## src/rtl/mdu_sequencer.sv

```systemverilog
// mdu_sequencer: control sequencer for the iterative multiply/divide unit.
// Ports: clk/reset; StartE, IsDivE, DivZeroE, Kill in; MduStall, LoadE, StepE, IterCnt, DoneE, Busy out.
module mdu_sequencer #(
   parameter int MUL_CYCLES = 4,
   parameter int DIV_CYCLES = 32
) (
   input  logic       clk,
   input  logic       reset,
   input  logic       StartE,
   input  logic       IsDivE,
   input  logic       DivZeroE,
   input  logic       Kill,
   output logic       MduStall,
   output logic       LoadE,
   output logic       StepE,
   output logic [5:0] IterCnt,
   output logic       DoneE,
   output logic       Busy
);

   typedef enum logic [1:0] {
      IDLE,
      MUL,
      DIV,
      DONE
   } stateT;

   localparam logic [5:0] MulLast = 6'(MUL_CYCLES - 1);
   localparam logic [5:0] DivLast = 6'(DIV_CYCLES - 1);

   stateT      state;
   logic [5:0] iterCnt;
   logic       abort;
   logic       launch;
   logic       iterating;
   logic       lastIter;

   // reset and Kill both squash every request in the cycle they appear
   assign abort     = reset | Kill;
   assign launch    = (state == IDLE) & StartE & !abort;
   assign iterating = (state == MUL) | (state == DIV);
   assign lastIter  = ((state == MUL) & (iterCnt == MulLast)) |
                      ((state == DIV) & (iterCnt == DivLast));

   always_ff @(posedge clk) begin
      if (reset) begin
         state   <= IDLE;
         iterCnt <= '0;
      end else if (Kill) begin
         state   <= IDLE;
         iterCnt <= '0;
      end else begin
         unique case (state)
            IDLE: begin
               if (StartE) begin
                  iterCnt <= '0;
                  if (!IsDivE)
                     state <= MUL;
                  else if (DivZeroE)
                     state <= DONE;
                  else
                     state <= DIV;
               end
            end
            MUL, DIV: begin
               // hold the final index so the count never wraps
               if (lastIter)
                  state <= DONE;
               else
                  iterCnt <= iterCnt + 6'd1;
            end
            DONE: state <= IDLE;
            default: state <= IDLE;
         endcase
      end
   end

   assign LoadE    = launch;
   assign MduStall = launch | (iterating & !abort);
   assign StepE    = iterating & !abort;
   assign DoneE    = (state == DONE) & !abort;
   assign Busy     = (state != IDLE) & !reset;
   assign IterCnt  = reset ? 6'd0 : iterCnt;

endmodule
```

## config.mk

```make
export PLATFORM = sky130hd
export DESIGN_NAME = mdu_sequencer
export DESIGN_NICKNAME = d
export VERILOG_FILES = /design/src/rtl/mdu_sequencer.sv
export SDC_FILE = /design/constraint.sdc
export NUM_CORES = 1
export LEC_CHECK = 0
export CAP_MARGIN = 10
export CORE_MARGIN = 1.5
export CORE_UTILIZATION = 42
export DETAILED_ROUTE_END_ITERATION = 8
export GPL_TIMING_DRIVEN = 0
export HOLD_SLACK_MARGIN = 0.12
export PLACE_DENSITY = 0.73
export SYNTH_ARGS = -nofsm -noshare
export SYNTH_HDL_FRONTEND = slang
export SYNTH_SLANG_ARGS = --single-unit
```

## constraint.sdc

```tcl
create_clock -name clk -period 1.62 [get_ports clk]
set_input_delay 0.162 -clock clk [delete_from_list [all_inputs] [get_ports clk]]
set_output_delay 0.162 -clock clk [all_outputs]
set_load 0.02 [all_outputs]
```

==> summary.md, run 1 <==
| Metric | Value |
|---|---|
| Outcome | `finished, violations left` |
| Failing checks | `negative setup slack` |
| GP Congestion | `0.787` |
| Startpoint Class | `flop` |
| PD cells | `569 nW/µm²` |
| First-pass GRT wire length | `2960 µm` |
| Area share of the largest cell type after synthesis | `0.239` |
| Starting Density | `0.445` |
| Max-cap violations | `0` |
| Critical path type | `reg2out` |
| CP endpoint kind | `output pin` |
| Gr usage total | `0.222` |
| DR WL/cell | `approximately 14 µm` |
| Max VDD drop | `0.359 mV` |
| Cells after Synth | `82` |
| Min-delay src | `state[0]` |
| DR vias | `about 710` |
| Clk slew on worst S/H paths | `approximately 0.06 ns` |
| Compound-gate portion of the synthesized area | `0.192` |
| Mapped Avg Cell Area | `approximately 8.2 µm²` |
| Share of cells above drive strength 1 | `0.308` |
| Placed Instance Area | `approximately 850 µm²` |
| Worst reg2reg startpoint | `state[1]` |
| Adder-Cell Fraction of Synth Area | `0.112` |
| Highest clock rate | `585 MHz` |
| CTS root buf | `clkbuf_4` |
| RSZ-0062 raised after global routing | `yes` |
| HPWL after detailed placement | `about 1100 µm` |
| Final setup vio count | `7` |
| Final Core Density | `0.645` |
| Worst r2r path cells | `6` |
| Hold/Removal Path Class | `reg2reg` |
| Max H-tree Level | `1` |
| Worst Max-Slew Pin Slew | `between 0.3 and 0.4 ns` |
| Largest family of logic cells by synthesized area | `simple AND/OR/NAND/NOR gates` |
| Worst-skew pair later-pin latency | `between 0.2 and 0.3 ns` |
| Reg2Reg Capture Point | `state[1]` |
| Sink Count | `8` |
| Dpl cells | `roughly 110` |
| Area Overhead vs Synth | `44.8%` |
| CP Max Fanout | `5` |
| Period utilization | `1.06` |
| Final Cell Area | `971 µm²` |
| Die Y | `~43 µm` |
| Antenna violations before repair | `0` |
| Die area | `roughly 1800 µm²` |
| Simple-Gate Fraction of Synth Area | `0.356` |
| Lkg Pwr | `about 0.45 nW` |
| Post-synthesis mux area share | `0.0448` |
| Clock tree buffer depth | `2` |
| Grt ovf | `0` |
| CTS Buf Count | `3` |
| Fin worst setup slack | `-0.0906 ns` |
| Sequential fraction of the synthesis area | `0.239` |
| Total wire length | `1780 µm` |
| Synth area leader | `dfxtp_1` |
| Largest cells by area after synthesis | `dfxtp_1, ha_1, nand2_1, nor2b_1, mux2i_1` |
| Pin count of the biggest net entering global routing | `11` |
| Fin crit period | `1.71 ns` |
| Row count | `14` |
| Layout Skew | `approximately 0.0047 ns` |
| Drt first pass iters | `4` |
| # IOs | `17` |
| IO buf count | `16` |
| Finished Layout Cells | `~120` |
| Hold Path Depth | `2` |
| Syn Nets | `94` |
| Vias per inst | `~5.7` |
| R2R Setup Slk | `-0.09 ns` |
| Critical Path RT | `around 1.5 ns` |
| Flops & latches, synth | `8` |
| Iter 0 DRT Violations | `7` |
| Core area | `approximately 1500 µm²` |
| Antenna viol nets, final | `0` |
| Vias in the first global route | `between 600 and 700` |
| Slew margin rel. | `0.737` |
| N_diodes | `0` |
| Fin. max-slew vios | `0` |
| Post-Synth XOR/XNOR Area | `0` |
| Area of the mapped netlist | `roughly 670 µm²` |
| Hold Buf Count CTS | `0` |
| Unique masters post-synth | `31` |
| Worst Hold Path EP | `state[0]` |
| Final Hold Viols | `0` |
| Worst path arrival time | `between 1.5 and 2 ns` |
| Min Hold Slack | `between 0.5 and 0.6 ns` |
| Die extent in x | `between 40 and 50 µm` |
| Residual DRC | `0` |
| Synth warn | `0` |
| TritonCTS clock tree | `built` |
| Final net count | `~120` |
cell usage in the layout, fill, tap and decap left out, types with 2 or more instances in the layout:
cell type | Yosys | layout
nand2_1 | 10 | 10
nand2b_1 | 2 | 2
dfxtp_1 | 8 | 5
a31oi_1 | 2 | 2
clkbuf_2 | 0 | 3
clkbuf_4 | 0 | 3
inv_4 | 0 | 2
dlygate4sd2_1 | 0 | 2
mux2i_1 | 3 | 2
nor2_2 | 0 | 2
and2_1 | 2 | 2
dfxtp_2 | 0 | 2
nand4b_1 | 2 | 2
nor2b_1 | 6 | 6
ha_4 | 0 | 2
nor2_1 | 7 | 5
clkdlybuf4s50_1 | 0 | 5
nand4_1 | 2 | 2
nand3_1 | 5 | 5
buf_4 | 0 | 8
or2_1 | 2 | 2
o2111ai_1 | 2 | 2
inv_1 | 5 | 2
ha_1 | 6 | 3
o22ai_1 | 2 | 2
dlymetal6s2s_1 | 0 | 4
registers in the layout, summed over array words and instances (netlist names):
signal	cells
iterCnt	6
state	2
worst max-delay path by stage:
stage,startpoint,end,slack (ns),depth (start not counted)
finish,state[1],MduStall,-0.09,7
global route,state[1],state[1],-0.17,6
CTS,state[1],MduStall,-0.07,7
detailed placement,reset,DoneE,-0.76,5
global placement,reset,DoneE,-0.74,5
floorplan,state[0],iterCnt[0],0.008,7
report_power, final:
part,switching [W],total [W],internal [W]
registers,0.00000677,0.000208,0.000201
logic,0.0000913,0.000176,0.0000852
clock network,0.0000819,0.000168,0.0000857
cells by family after synthesis:
logic type | after synthesis
multiplexers | 3
AO/OA/AOI/OAI | 14
adder cells (fa/ha/maj) | 6
AND/OR/NAND/NOR | 43
flip-flops | 8
buffers and inverters | 8
final cells by class:
type	instances	area, µm²
Clock buffer	3	22.5
Multi-Input combinational cell	66	509
Fill cell	156	536
Sequential cell	8	166
Tap cell	16	20.0
Timing Repair Buffer	23	210
Buffer	2	18.8
Inverter	5	23.8
synth_stat cells, drive strengths merged:
cell / instances
a21oi: 3
a2bb2oi: 1
a31oi: 2
and2: 2
and3: 1
buf: 1
clkbuf: 2
dfxtp: 8
ha: 6
inv: 5
mux2i: 3
nand2: 10
nand2b: 2
nand3: 5
nand4: 2
nand4b: 2
nand4bb: 1
nor2: 7
nor2b: 6
o2111ai: 2
o211ai: 1
o21ai: 1
o221ai: 1
o22ai: 2
o311ai: 1
or2: 2
or3: 1
or4: 1
or4b: 1
routing by layer:
layer,share of wire,up-vias,global-route usage
met4,0.021,0,0.109
met5,0,-,0
met3,0.057,4,0.0638
met1,0.43,332,0.256
met2,0.49,23,0.373
li1,-,347,-
repair_timing:
item,4_1_cts,5_1_grt
setup endpoints to repair,19,17
pin swaps,3,3
buffers inserted,6,1
gates resized for setup,29,13
critical path: stages (launching register included):
cell and delay (ns):
dfxtp_2 0.36, inv_4 0.05, buf_12 0.12, ha_4 0.25, inv_4 0.09, nor2_2 0.05, or2_1 0.19, buf_2 0.15
through the flow:
step	power (W)	setup WS, ns	TNS [ns]
after floorplan	0.000305	0.00762	0
after global placement	0.000350	-0.738	-4.27
after detailed placement	0.000352	-0.760	-4.71
after CTS	0.000548	-0.0666	-0.172
after global routing	0.000577	-0.169	-1.09
final	0.000552	-0.0906	-0.301
No activity file was read; power rests on OpenSTA's default activity.
==> run 2: changes to the inputs <==
CORE_MARGIN = not set   (was 1.5)
==> run 2 against run 1 <==
Compared with the run above: the flow still finishes with violations (negative setup slack); non-clock buffer count rose by 5; highest routed layer unchanged; global-route usage rose by 0.85 points; critical endpoint is now iterCnt[5]; die area fell by 4.6%; cell area increased by 9.9%; power rose by 5.8%.
==> summary.md, run 2 (same netlist as run 1, synthesis figures left out) <==
| Metric | Value |
|---|---|
| Outcome | `finished, violations left` |
| Failing checks | `negative setup slack` |
| CP max stage delay | `between 0.4 and 0.5 ns` |
| Setup crit end | `iterCnt[5]` |
| Multi-input logic area | `roughly 550 µm²` |
| Family with the most delay on the worst path | `simple AND/OR/NAND/NOR gates` |
| CTS root buf | `clkbuf_4` |
| Worst-skew pair later-pin latency | `0.27 ns` |
| Switching share of power | `0.339` |
| Worst path arrival time | `around 1.9 ns` |
| Startpoint Class | `flop` |
| Max H-tree Level | `1` |
| Total wire length | `between 1500 and 2000 µm` |
| Slew margin rel. | `0.762` |
| Bufs and invs on worst path | `3` |
| Sink Count | `8` |
| Highest clock rate | `~580 MHz` |
| Row count | `14` |
| Antenna violations before repair | `0` |
| Hold Buf Count CTS | `0` |
| Largest Register | `iterCnt` |
| Pin count of the biggest net entering global routing | `11` |
| Max VDD drop | `roughly 0.34 mV` |
| Share of cells above drive strength 1 | `0.366` |
| Filler Cells Inserted | `between 100 and 150` |
| FF+latch area | `170 µm²` |
| P_int | `roughly 0.00039 W` |
| Worst Setup SP | `state[1]` |
| GP Congestion | `0.780` |
| First-pass GRT wire length | `roughly 3000 µm` |
| TritonCTS clock tree | `built` |
| Top Registers | `iterCnt (6), state (2)` |
| Critical path type | `reg2reg` |
| Period utilization | `1.06` |
| Register share of total power | `0.354` |
| Max-cap violations | `0` |
| Power share of the combinational group | `0.353` |
| Clock power share | `0.293` |
| PD cells | `547 nW/µm²` |
| N_diodes | `0` |
| Gr usage total | `0.231` |
| Area Overhead vs Synth | `59.1%` |
| CTS Buf Count | `3` |
| Hold/Removal Path Class | `reg2reg` |
| Vias in the first global route | `between 600 and 700` |
| Die extent in x | `42.0 µm` |
| Vias per inst | `slightly below 6` |
| Starting Density | `0.445` |
| Fin worst setup slack | `-0.0981 ns` |
| # IOs | `17` |
| IO buf count | `16` |
| CP Depth | `8` |
| CP Max Fanout | `4` |
| Lkg Pwr | `0.471 nW` |
| Hold Path Depth | `2` |
| Clock tree buffer depth | `2` |
| Worst reg2reg startpoint | `state[1]` |
| Core area | `between 1500 and 2000 µm²` |
| Critical Path RT | `between 1.5 and 2 ns` |
| Residual DRC | `0` |
| Most used cell, CP | `buf_6` |
| Grt ovf | `0` |
| RSZ-0062 raised after global routing | `yes` |
| CP endpoint kind | `flop` |
| Most common cell after layout, fill and taps aside | `buf_4` |
| Layout Skew | `approximately 0.0021 ns` |
| Worst r2r path cells | `8` |
| Fin. max-slew vios | `0` |
| Slowest-stage cell, CP | `or4b_4` |
| Reg2Reg Capture Point | `iterCnt[5]` |
| PnR Total Power | `roughly 0.0006 W` |
| Final net count | `~130` |
| DR WL/cell | `between 15 and 20 µm` |
| Setup TNS | `-0.600 ns` |
| Antenna viol nets, final | `0` |
| Die area | `about 1800 µm²` |
| Final Hold Viols | `0` |
| R2R Setup Slk | `-0.1 ns` |
| DR vias | `738` |
| Drt first pass iters | `6` |
| Worst Max-Slew Pin Slew | `around 0.36 ns` |
| Iter 0 DRT Violations | `15` |
| Clk slew on worst S/H paths | `0.06 ns` |
| Number of flip-flops in the largest register | `6` |
| Cells along the critical path | `inv_4, ha_4, or4b_4, a21oi_4, buf_6, buf_6, o2111ai_2, nand3_1` |
| Most frequent cells in the layout | `buf_4, nand2_1, nor2b_1, clkdlybuf4s50_1, nand3_1` |
| Fin crit period | `roughly 1.7 ns` |
| Switch Pwr | `0.000198 W` |
| Die Y | `42.0 µm` |
| Final setup vio count | `9` |
run 2: cell types whose count changed in the layout (fill, tap and decap cells not counted), moves of 2 or more:
cell,change
buf_4,+3
buf_6,+2
o22ai_1,-2
o22ai_2,+2
run 2: layer usage:
metal  GRT usage  part of all wire  wire length, µm  up-vias
met1       0.251              0.41              804      355
met5           0                 0                0        -
li1            -                 -                -      357
met2       0.413              0.53             1050       20
met3      0.0478             0.039               76        6
met4       0.123             0.020               40        0
run 2: area by class of cell:
cell class	count	share of cell area
sequential	8	0.159
clock buffer	3	0.0211
buffer	2	0.0176
multi-input combinational	66	0.517
tap	16	0.0188
inverter	5	0.0246
timing repair buffer	28	0.242
run 2: worst min-delay path by stage:
stage / start / to / slack [ns]
final: state[0] / state[0] / 0.51
after global routing: iterCnt[1] / iterCnt[1] / 0.54
after CTS: iterCnt[1] / iterCnt[1] / 0.51
after detailed placement: iterCnt[1] / iterCnt[1] / 0.50
after global placement: iterCnt[1] / iterCnt[1] / 0.49
after floorplan: Kill / iterCnt[0] / 0.35
run 2: worst register-to-register path, cell delays in order (launching register included):
cell and delay, ns:
dfxtp_4 0.36, inv_4 0.08, ha_4 0.12, or4b_4 0.47
a21oi_4 0.20, buf_6 0.14, buf_6 0.09, o2111ai_2 0.10
nand3_1 0.10
run 2: what timing repair did:
action / CTS / global route
setup buffers: 10 / 2
gates resized for setup: 30 / 20
setup endpoints to repair: 19 / 16
pin swaps: 4 / 5
run 2: power by group through the flow:
stage | registers [W] | clock network, W | logic, W
after floorplan | 0.000209 | 0 | 0.0000961
after global placement | 0.000210 | 0 | 0.000140
after detailed placement | 0.000211 | 0 | 0.000143
after CTS | 0.000207 | 0.000170 | 0.000178
after global routing | 0.000207 | 0.000177 | 0.000220
final | 0.000207 | 0.000171 | 0.000206
run 2: metrics by stage:
| stage | area, µm² | setup slack, ns | hold slack [ns] | utilization | cells |
|---|---|---|---|---|---|
| 4_1_cts | 995 | -0.0780 | 0.509 | 0.660 | 126 |
| 2_1_floorplan | 674 | 0.00762 | 0.350 | - | 82 |
| 3_5_place_dp | 855 | -0.784 | 0.500 | 0.567 | 114 |
| 3_3_place_gp | 855 | -0.758 | 0.490 | 0.567 | 114 |
| 5_1_grt | 1070 | -0.150 | 0.538 | 0.708 | 128 |
| 6_report | 1070 | -0.0981 | 0.512 | 0.708 | 128 |
==> run 3: changes to the inputs <==
CTS_CLUSTER_DIAMETER = 80   (was not set)
==> results of run 3 <==
Same layout as run 2: the final DEF is identical, and so are final timing and power.
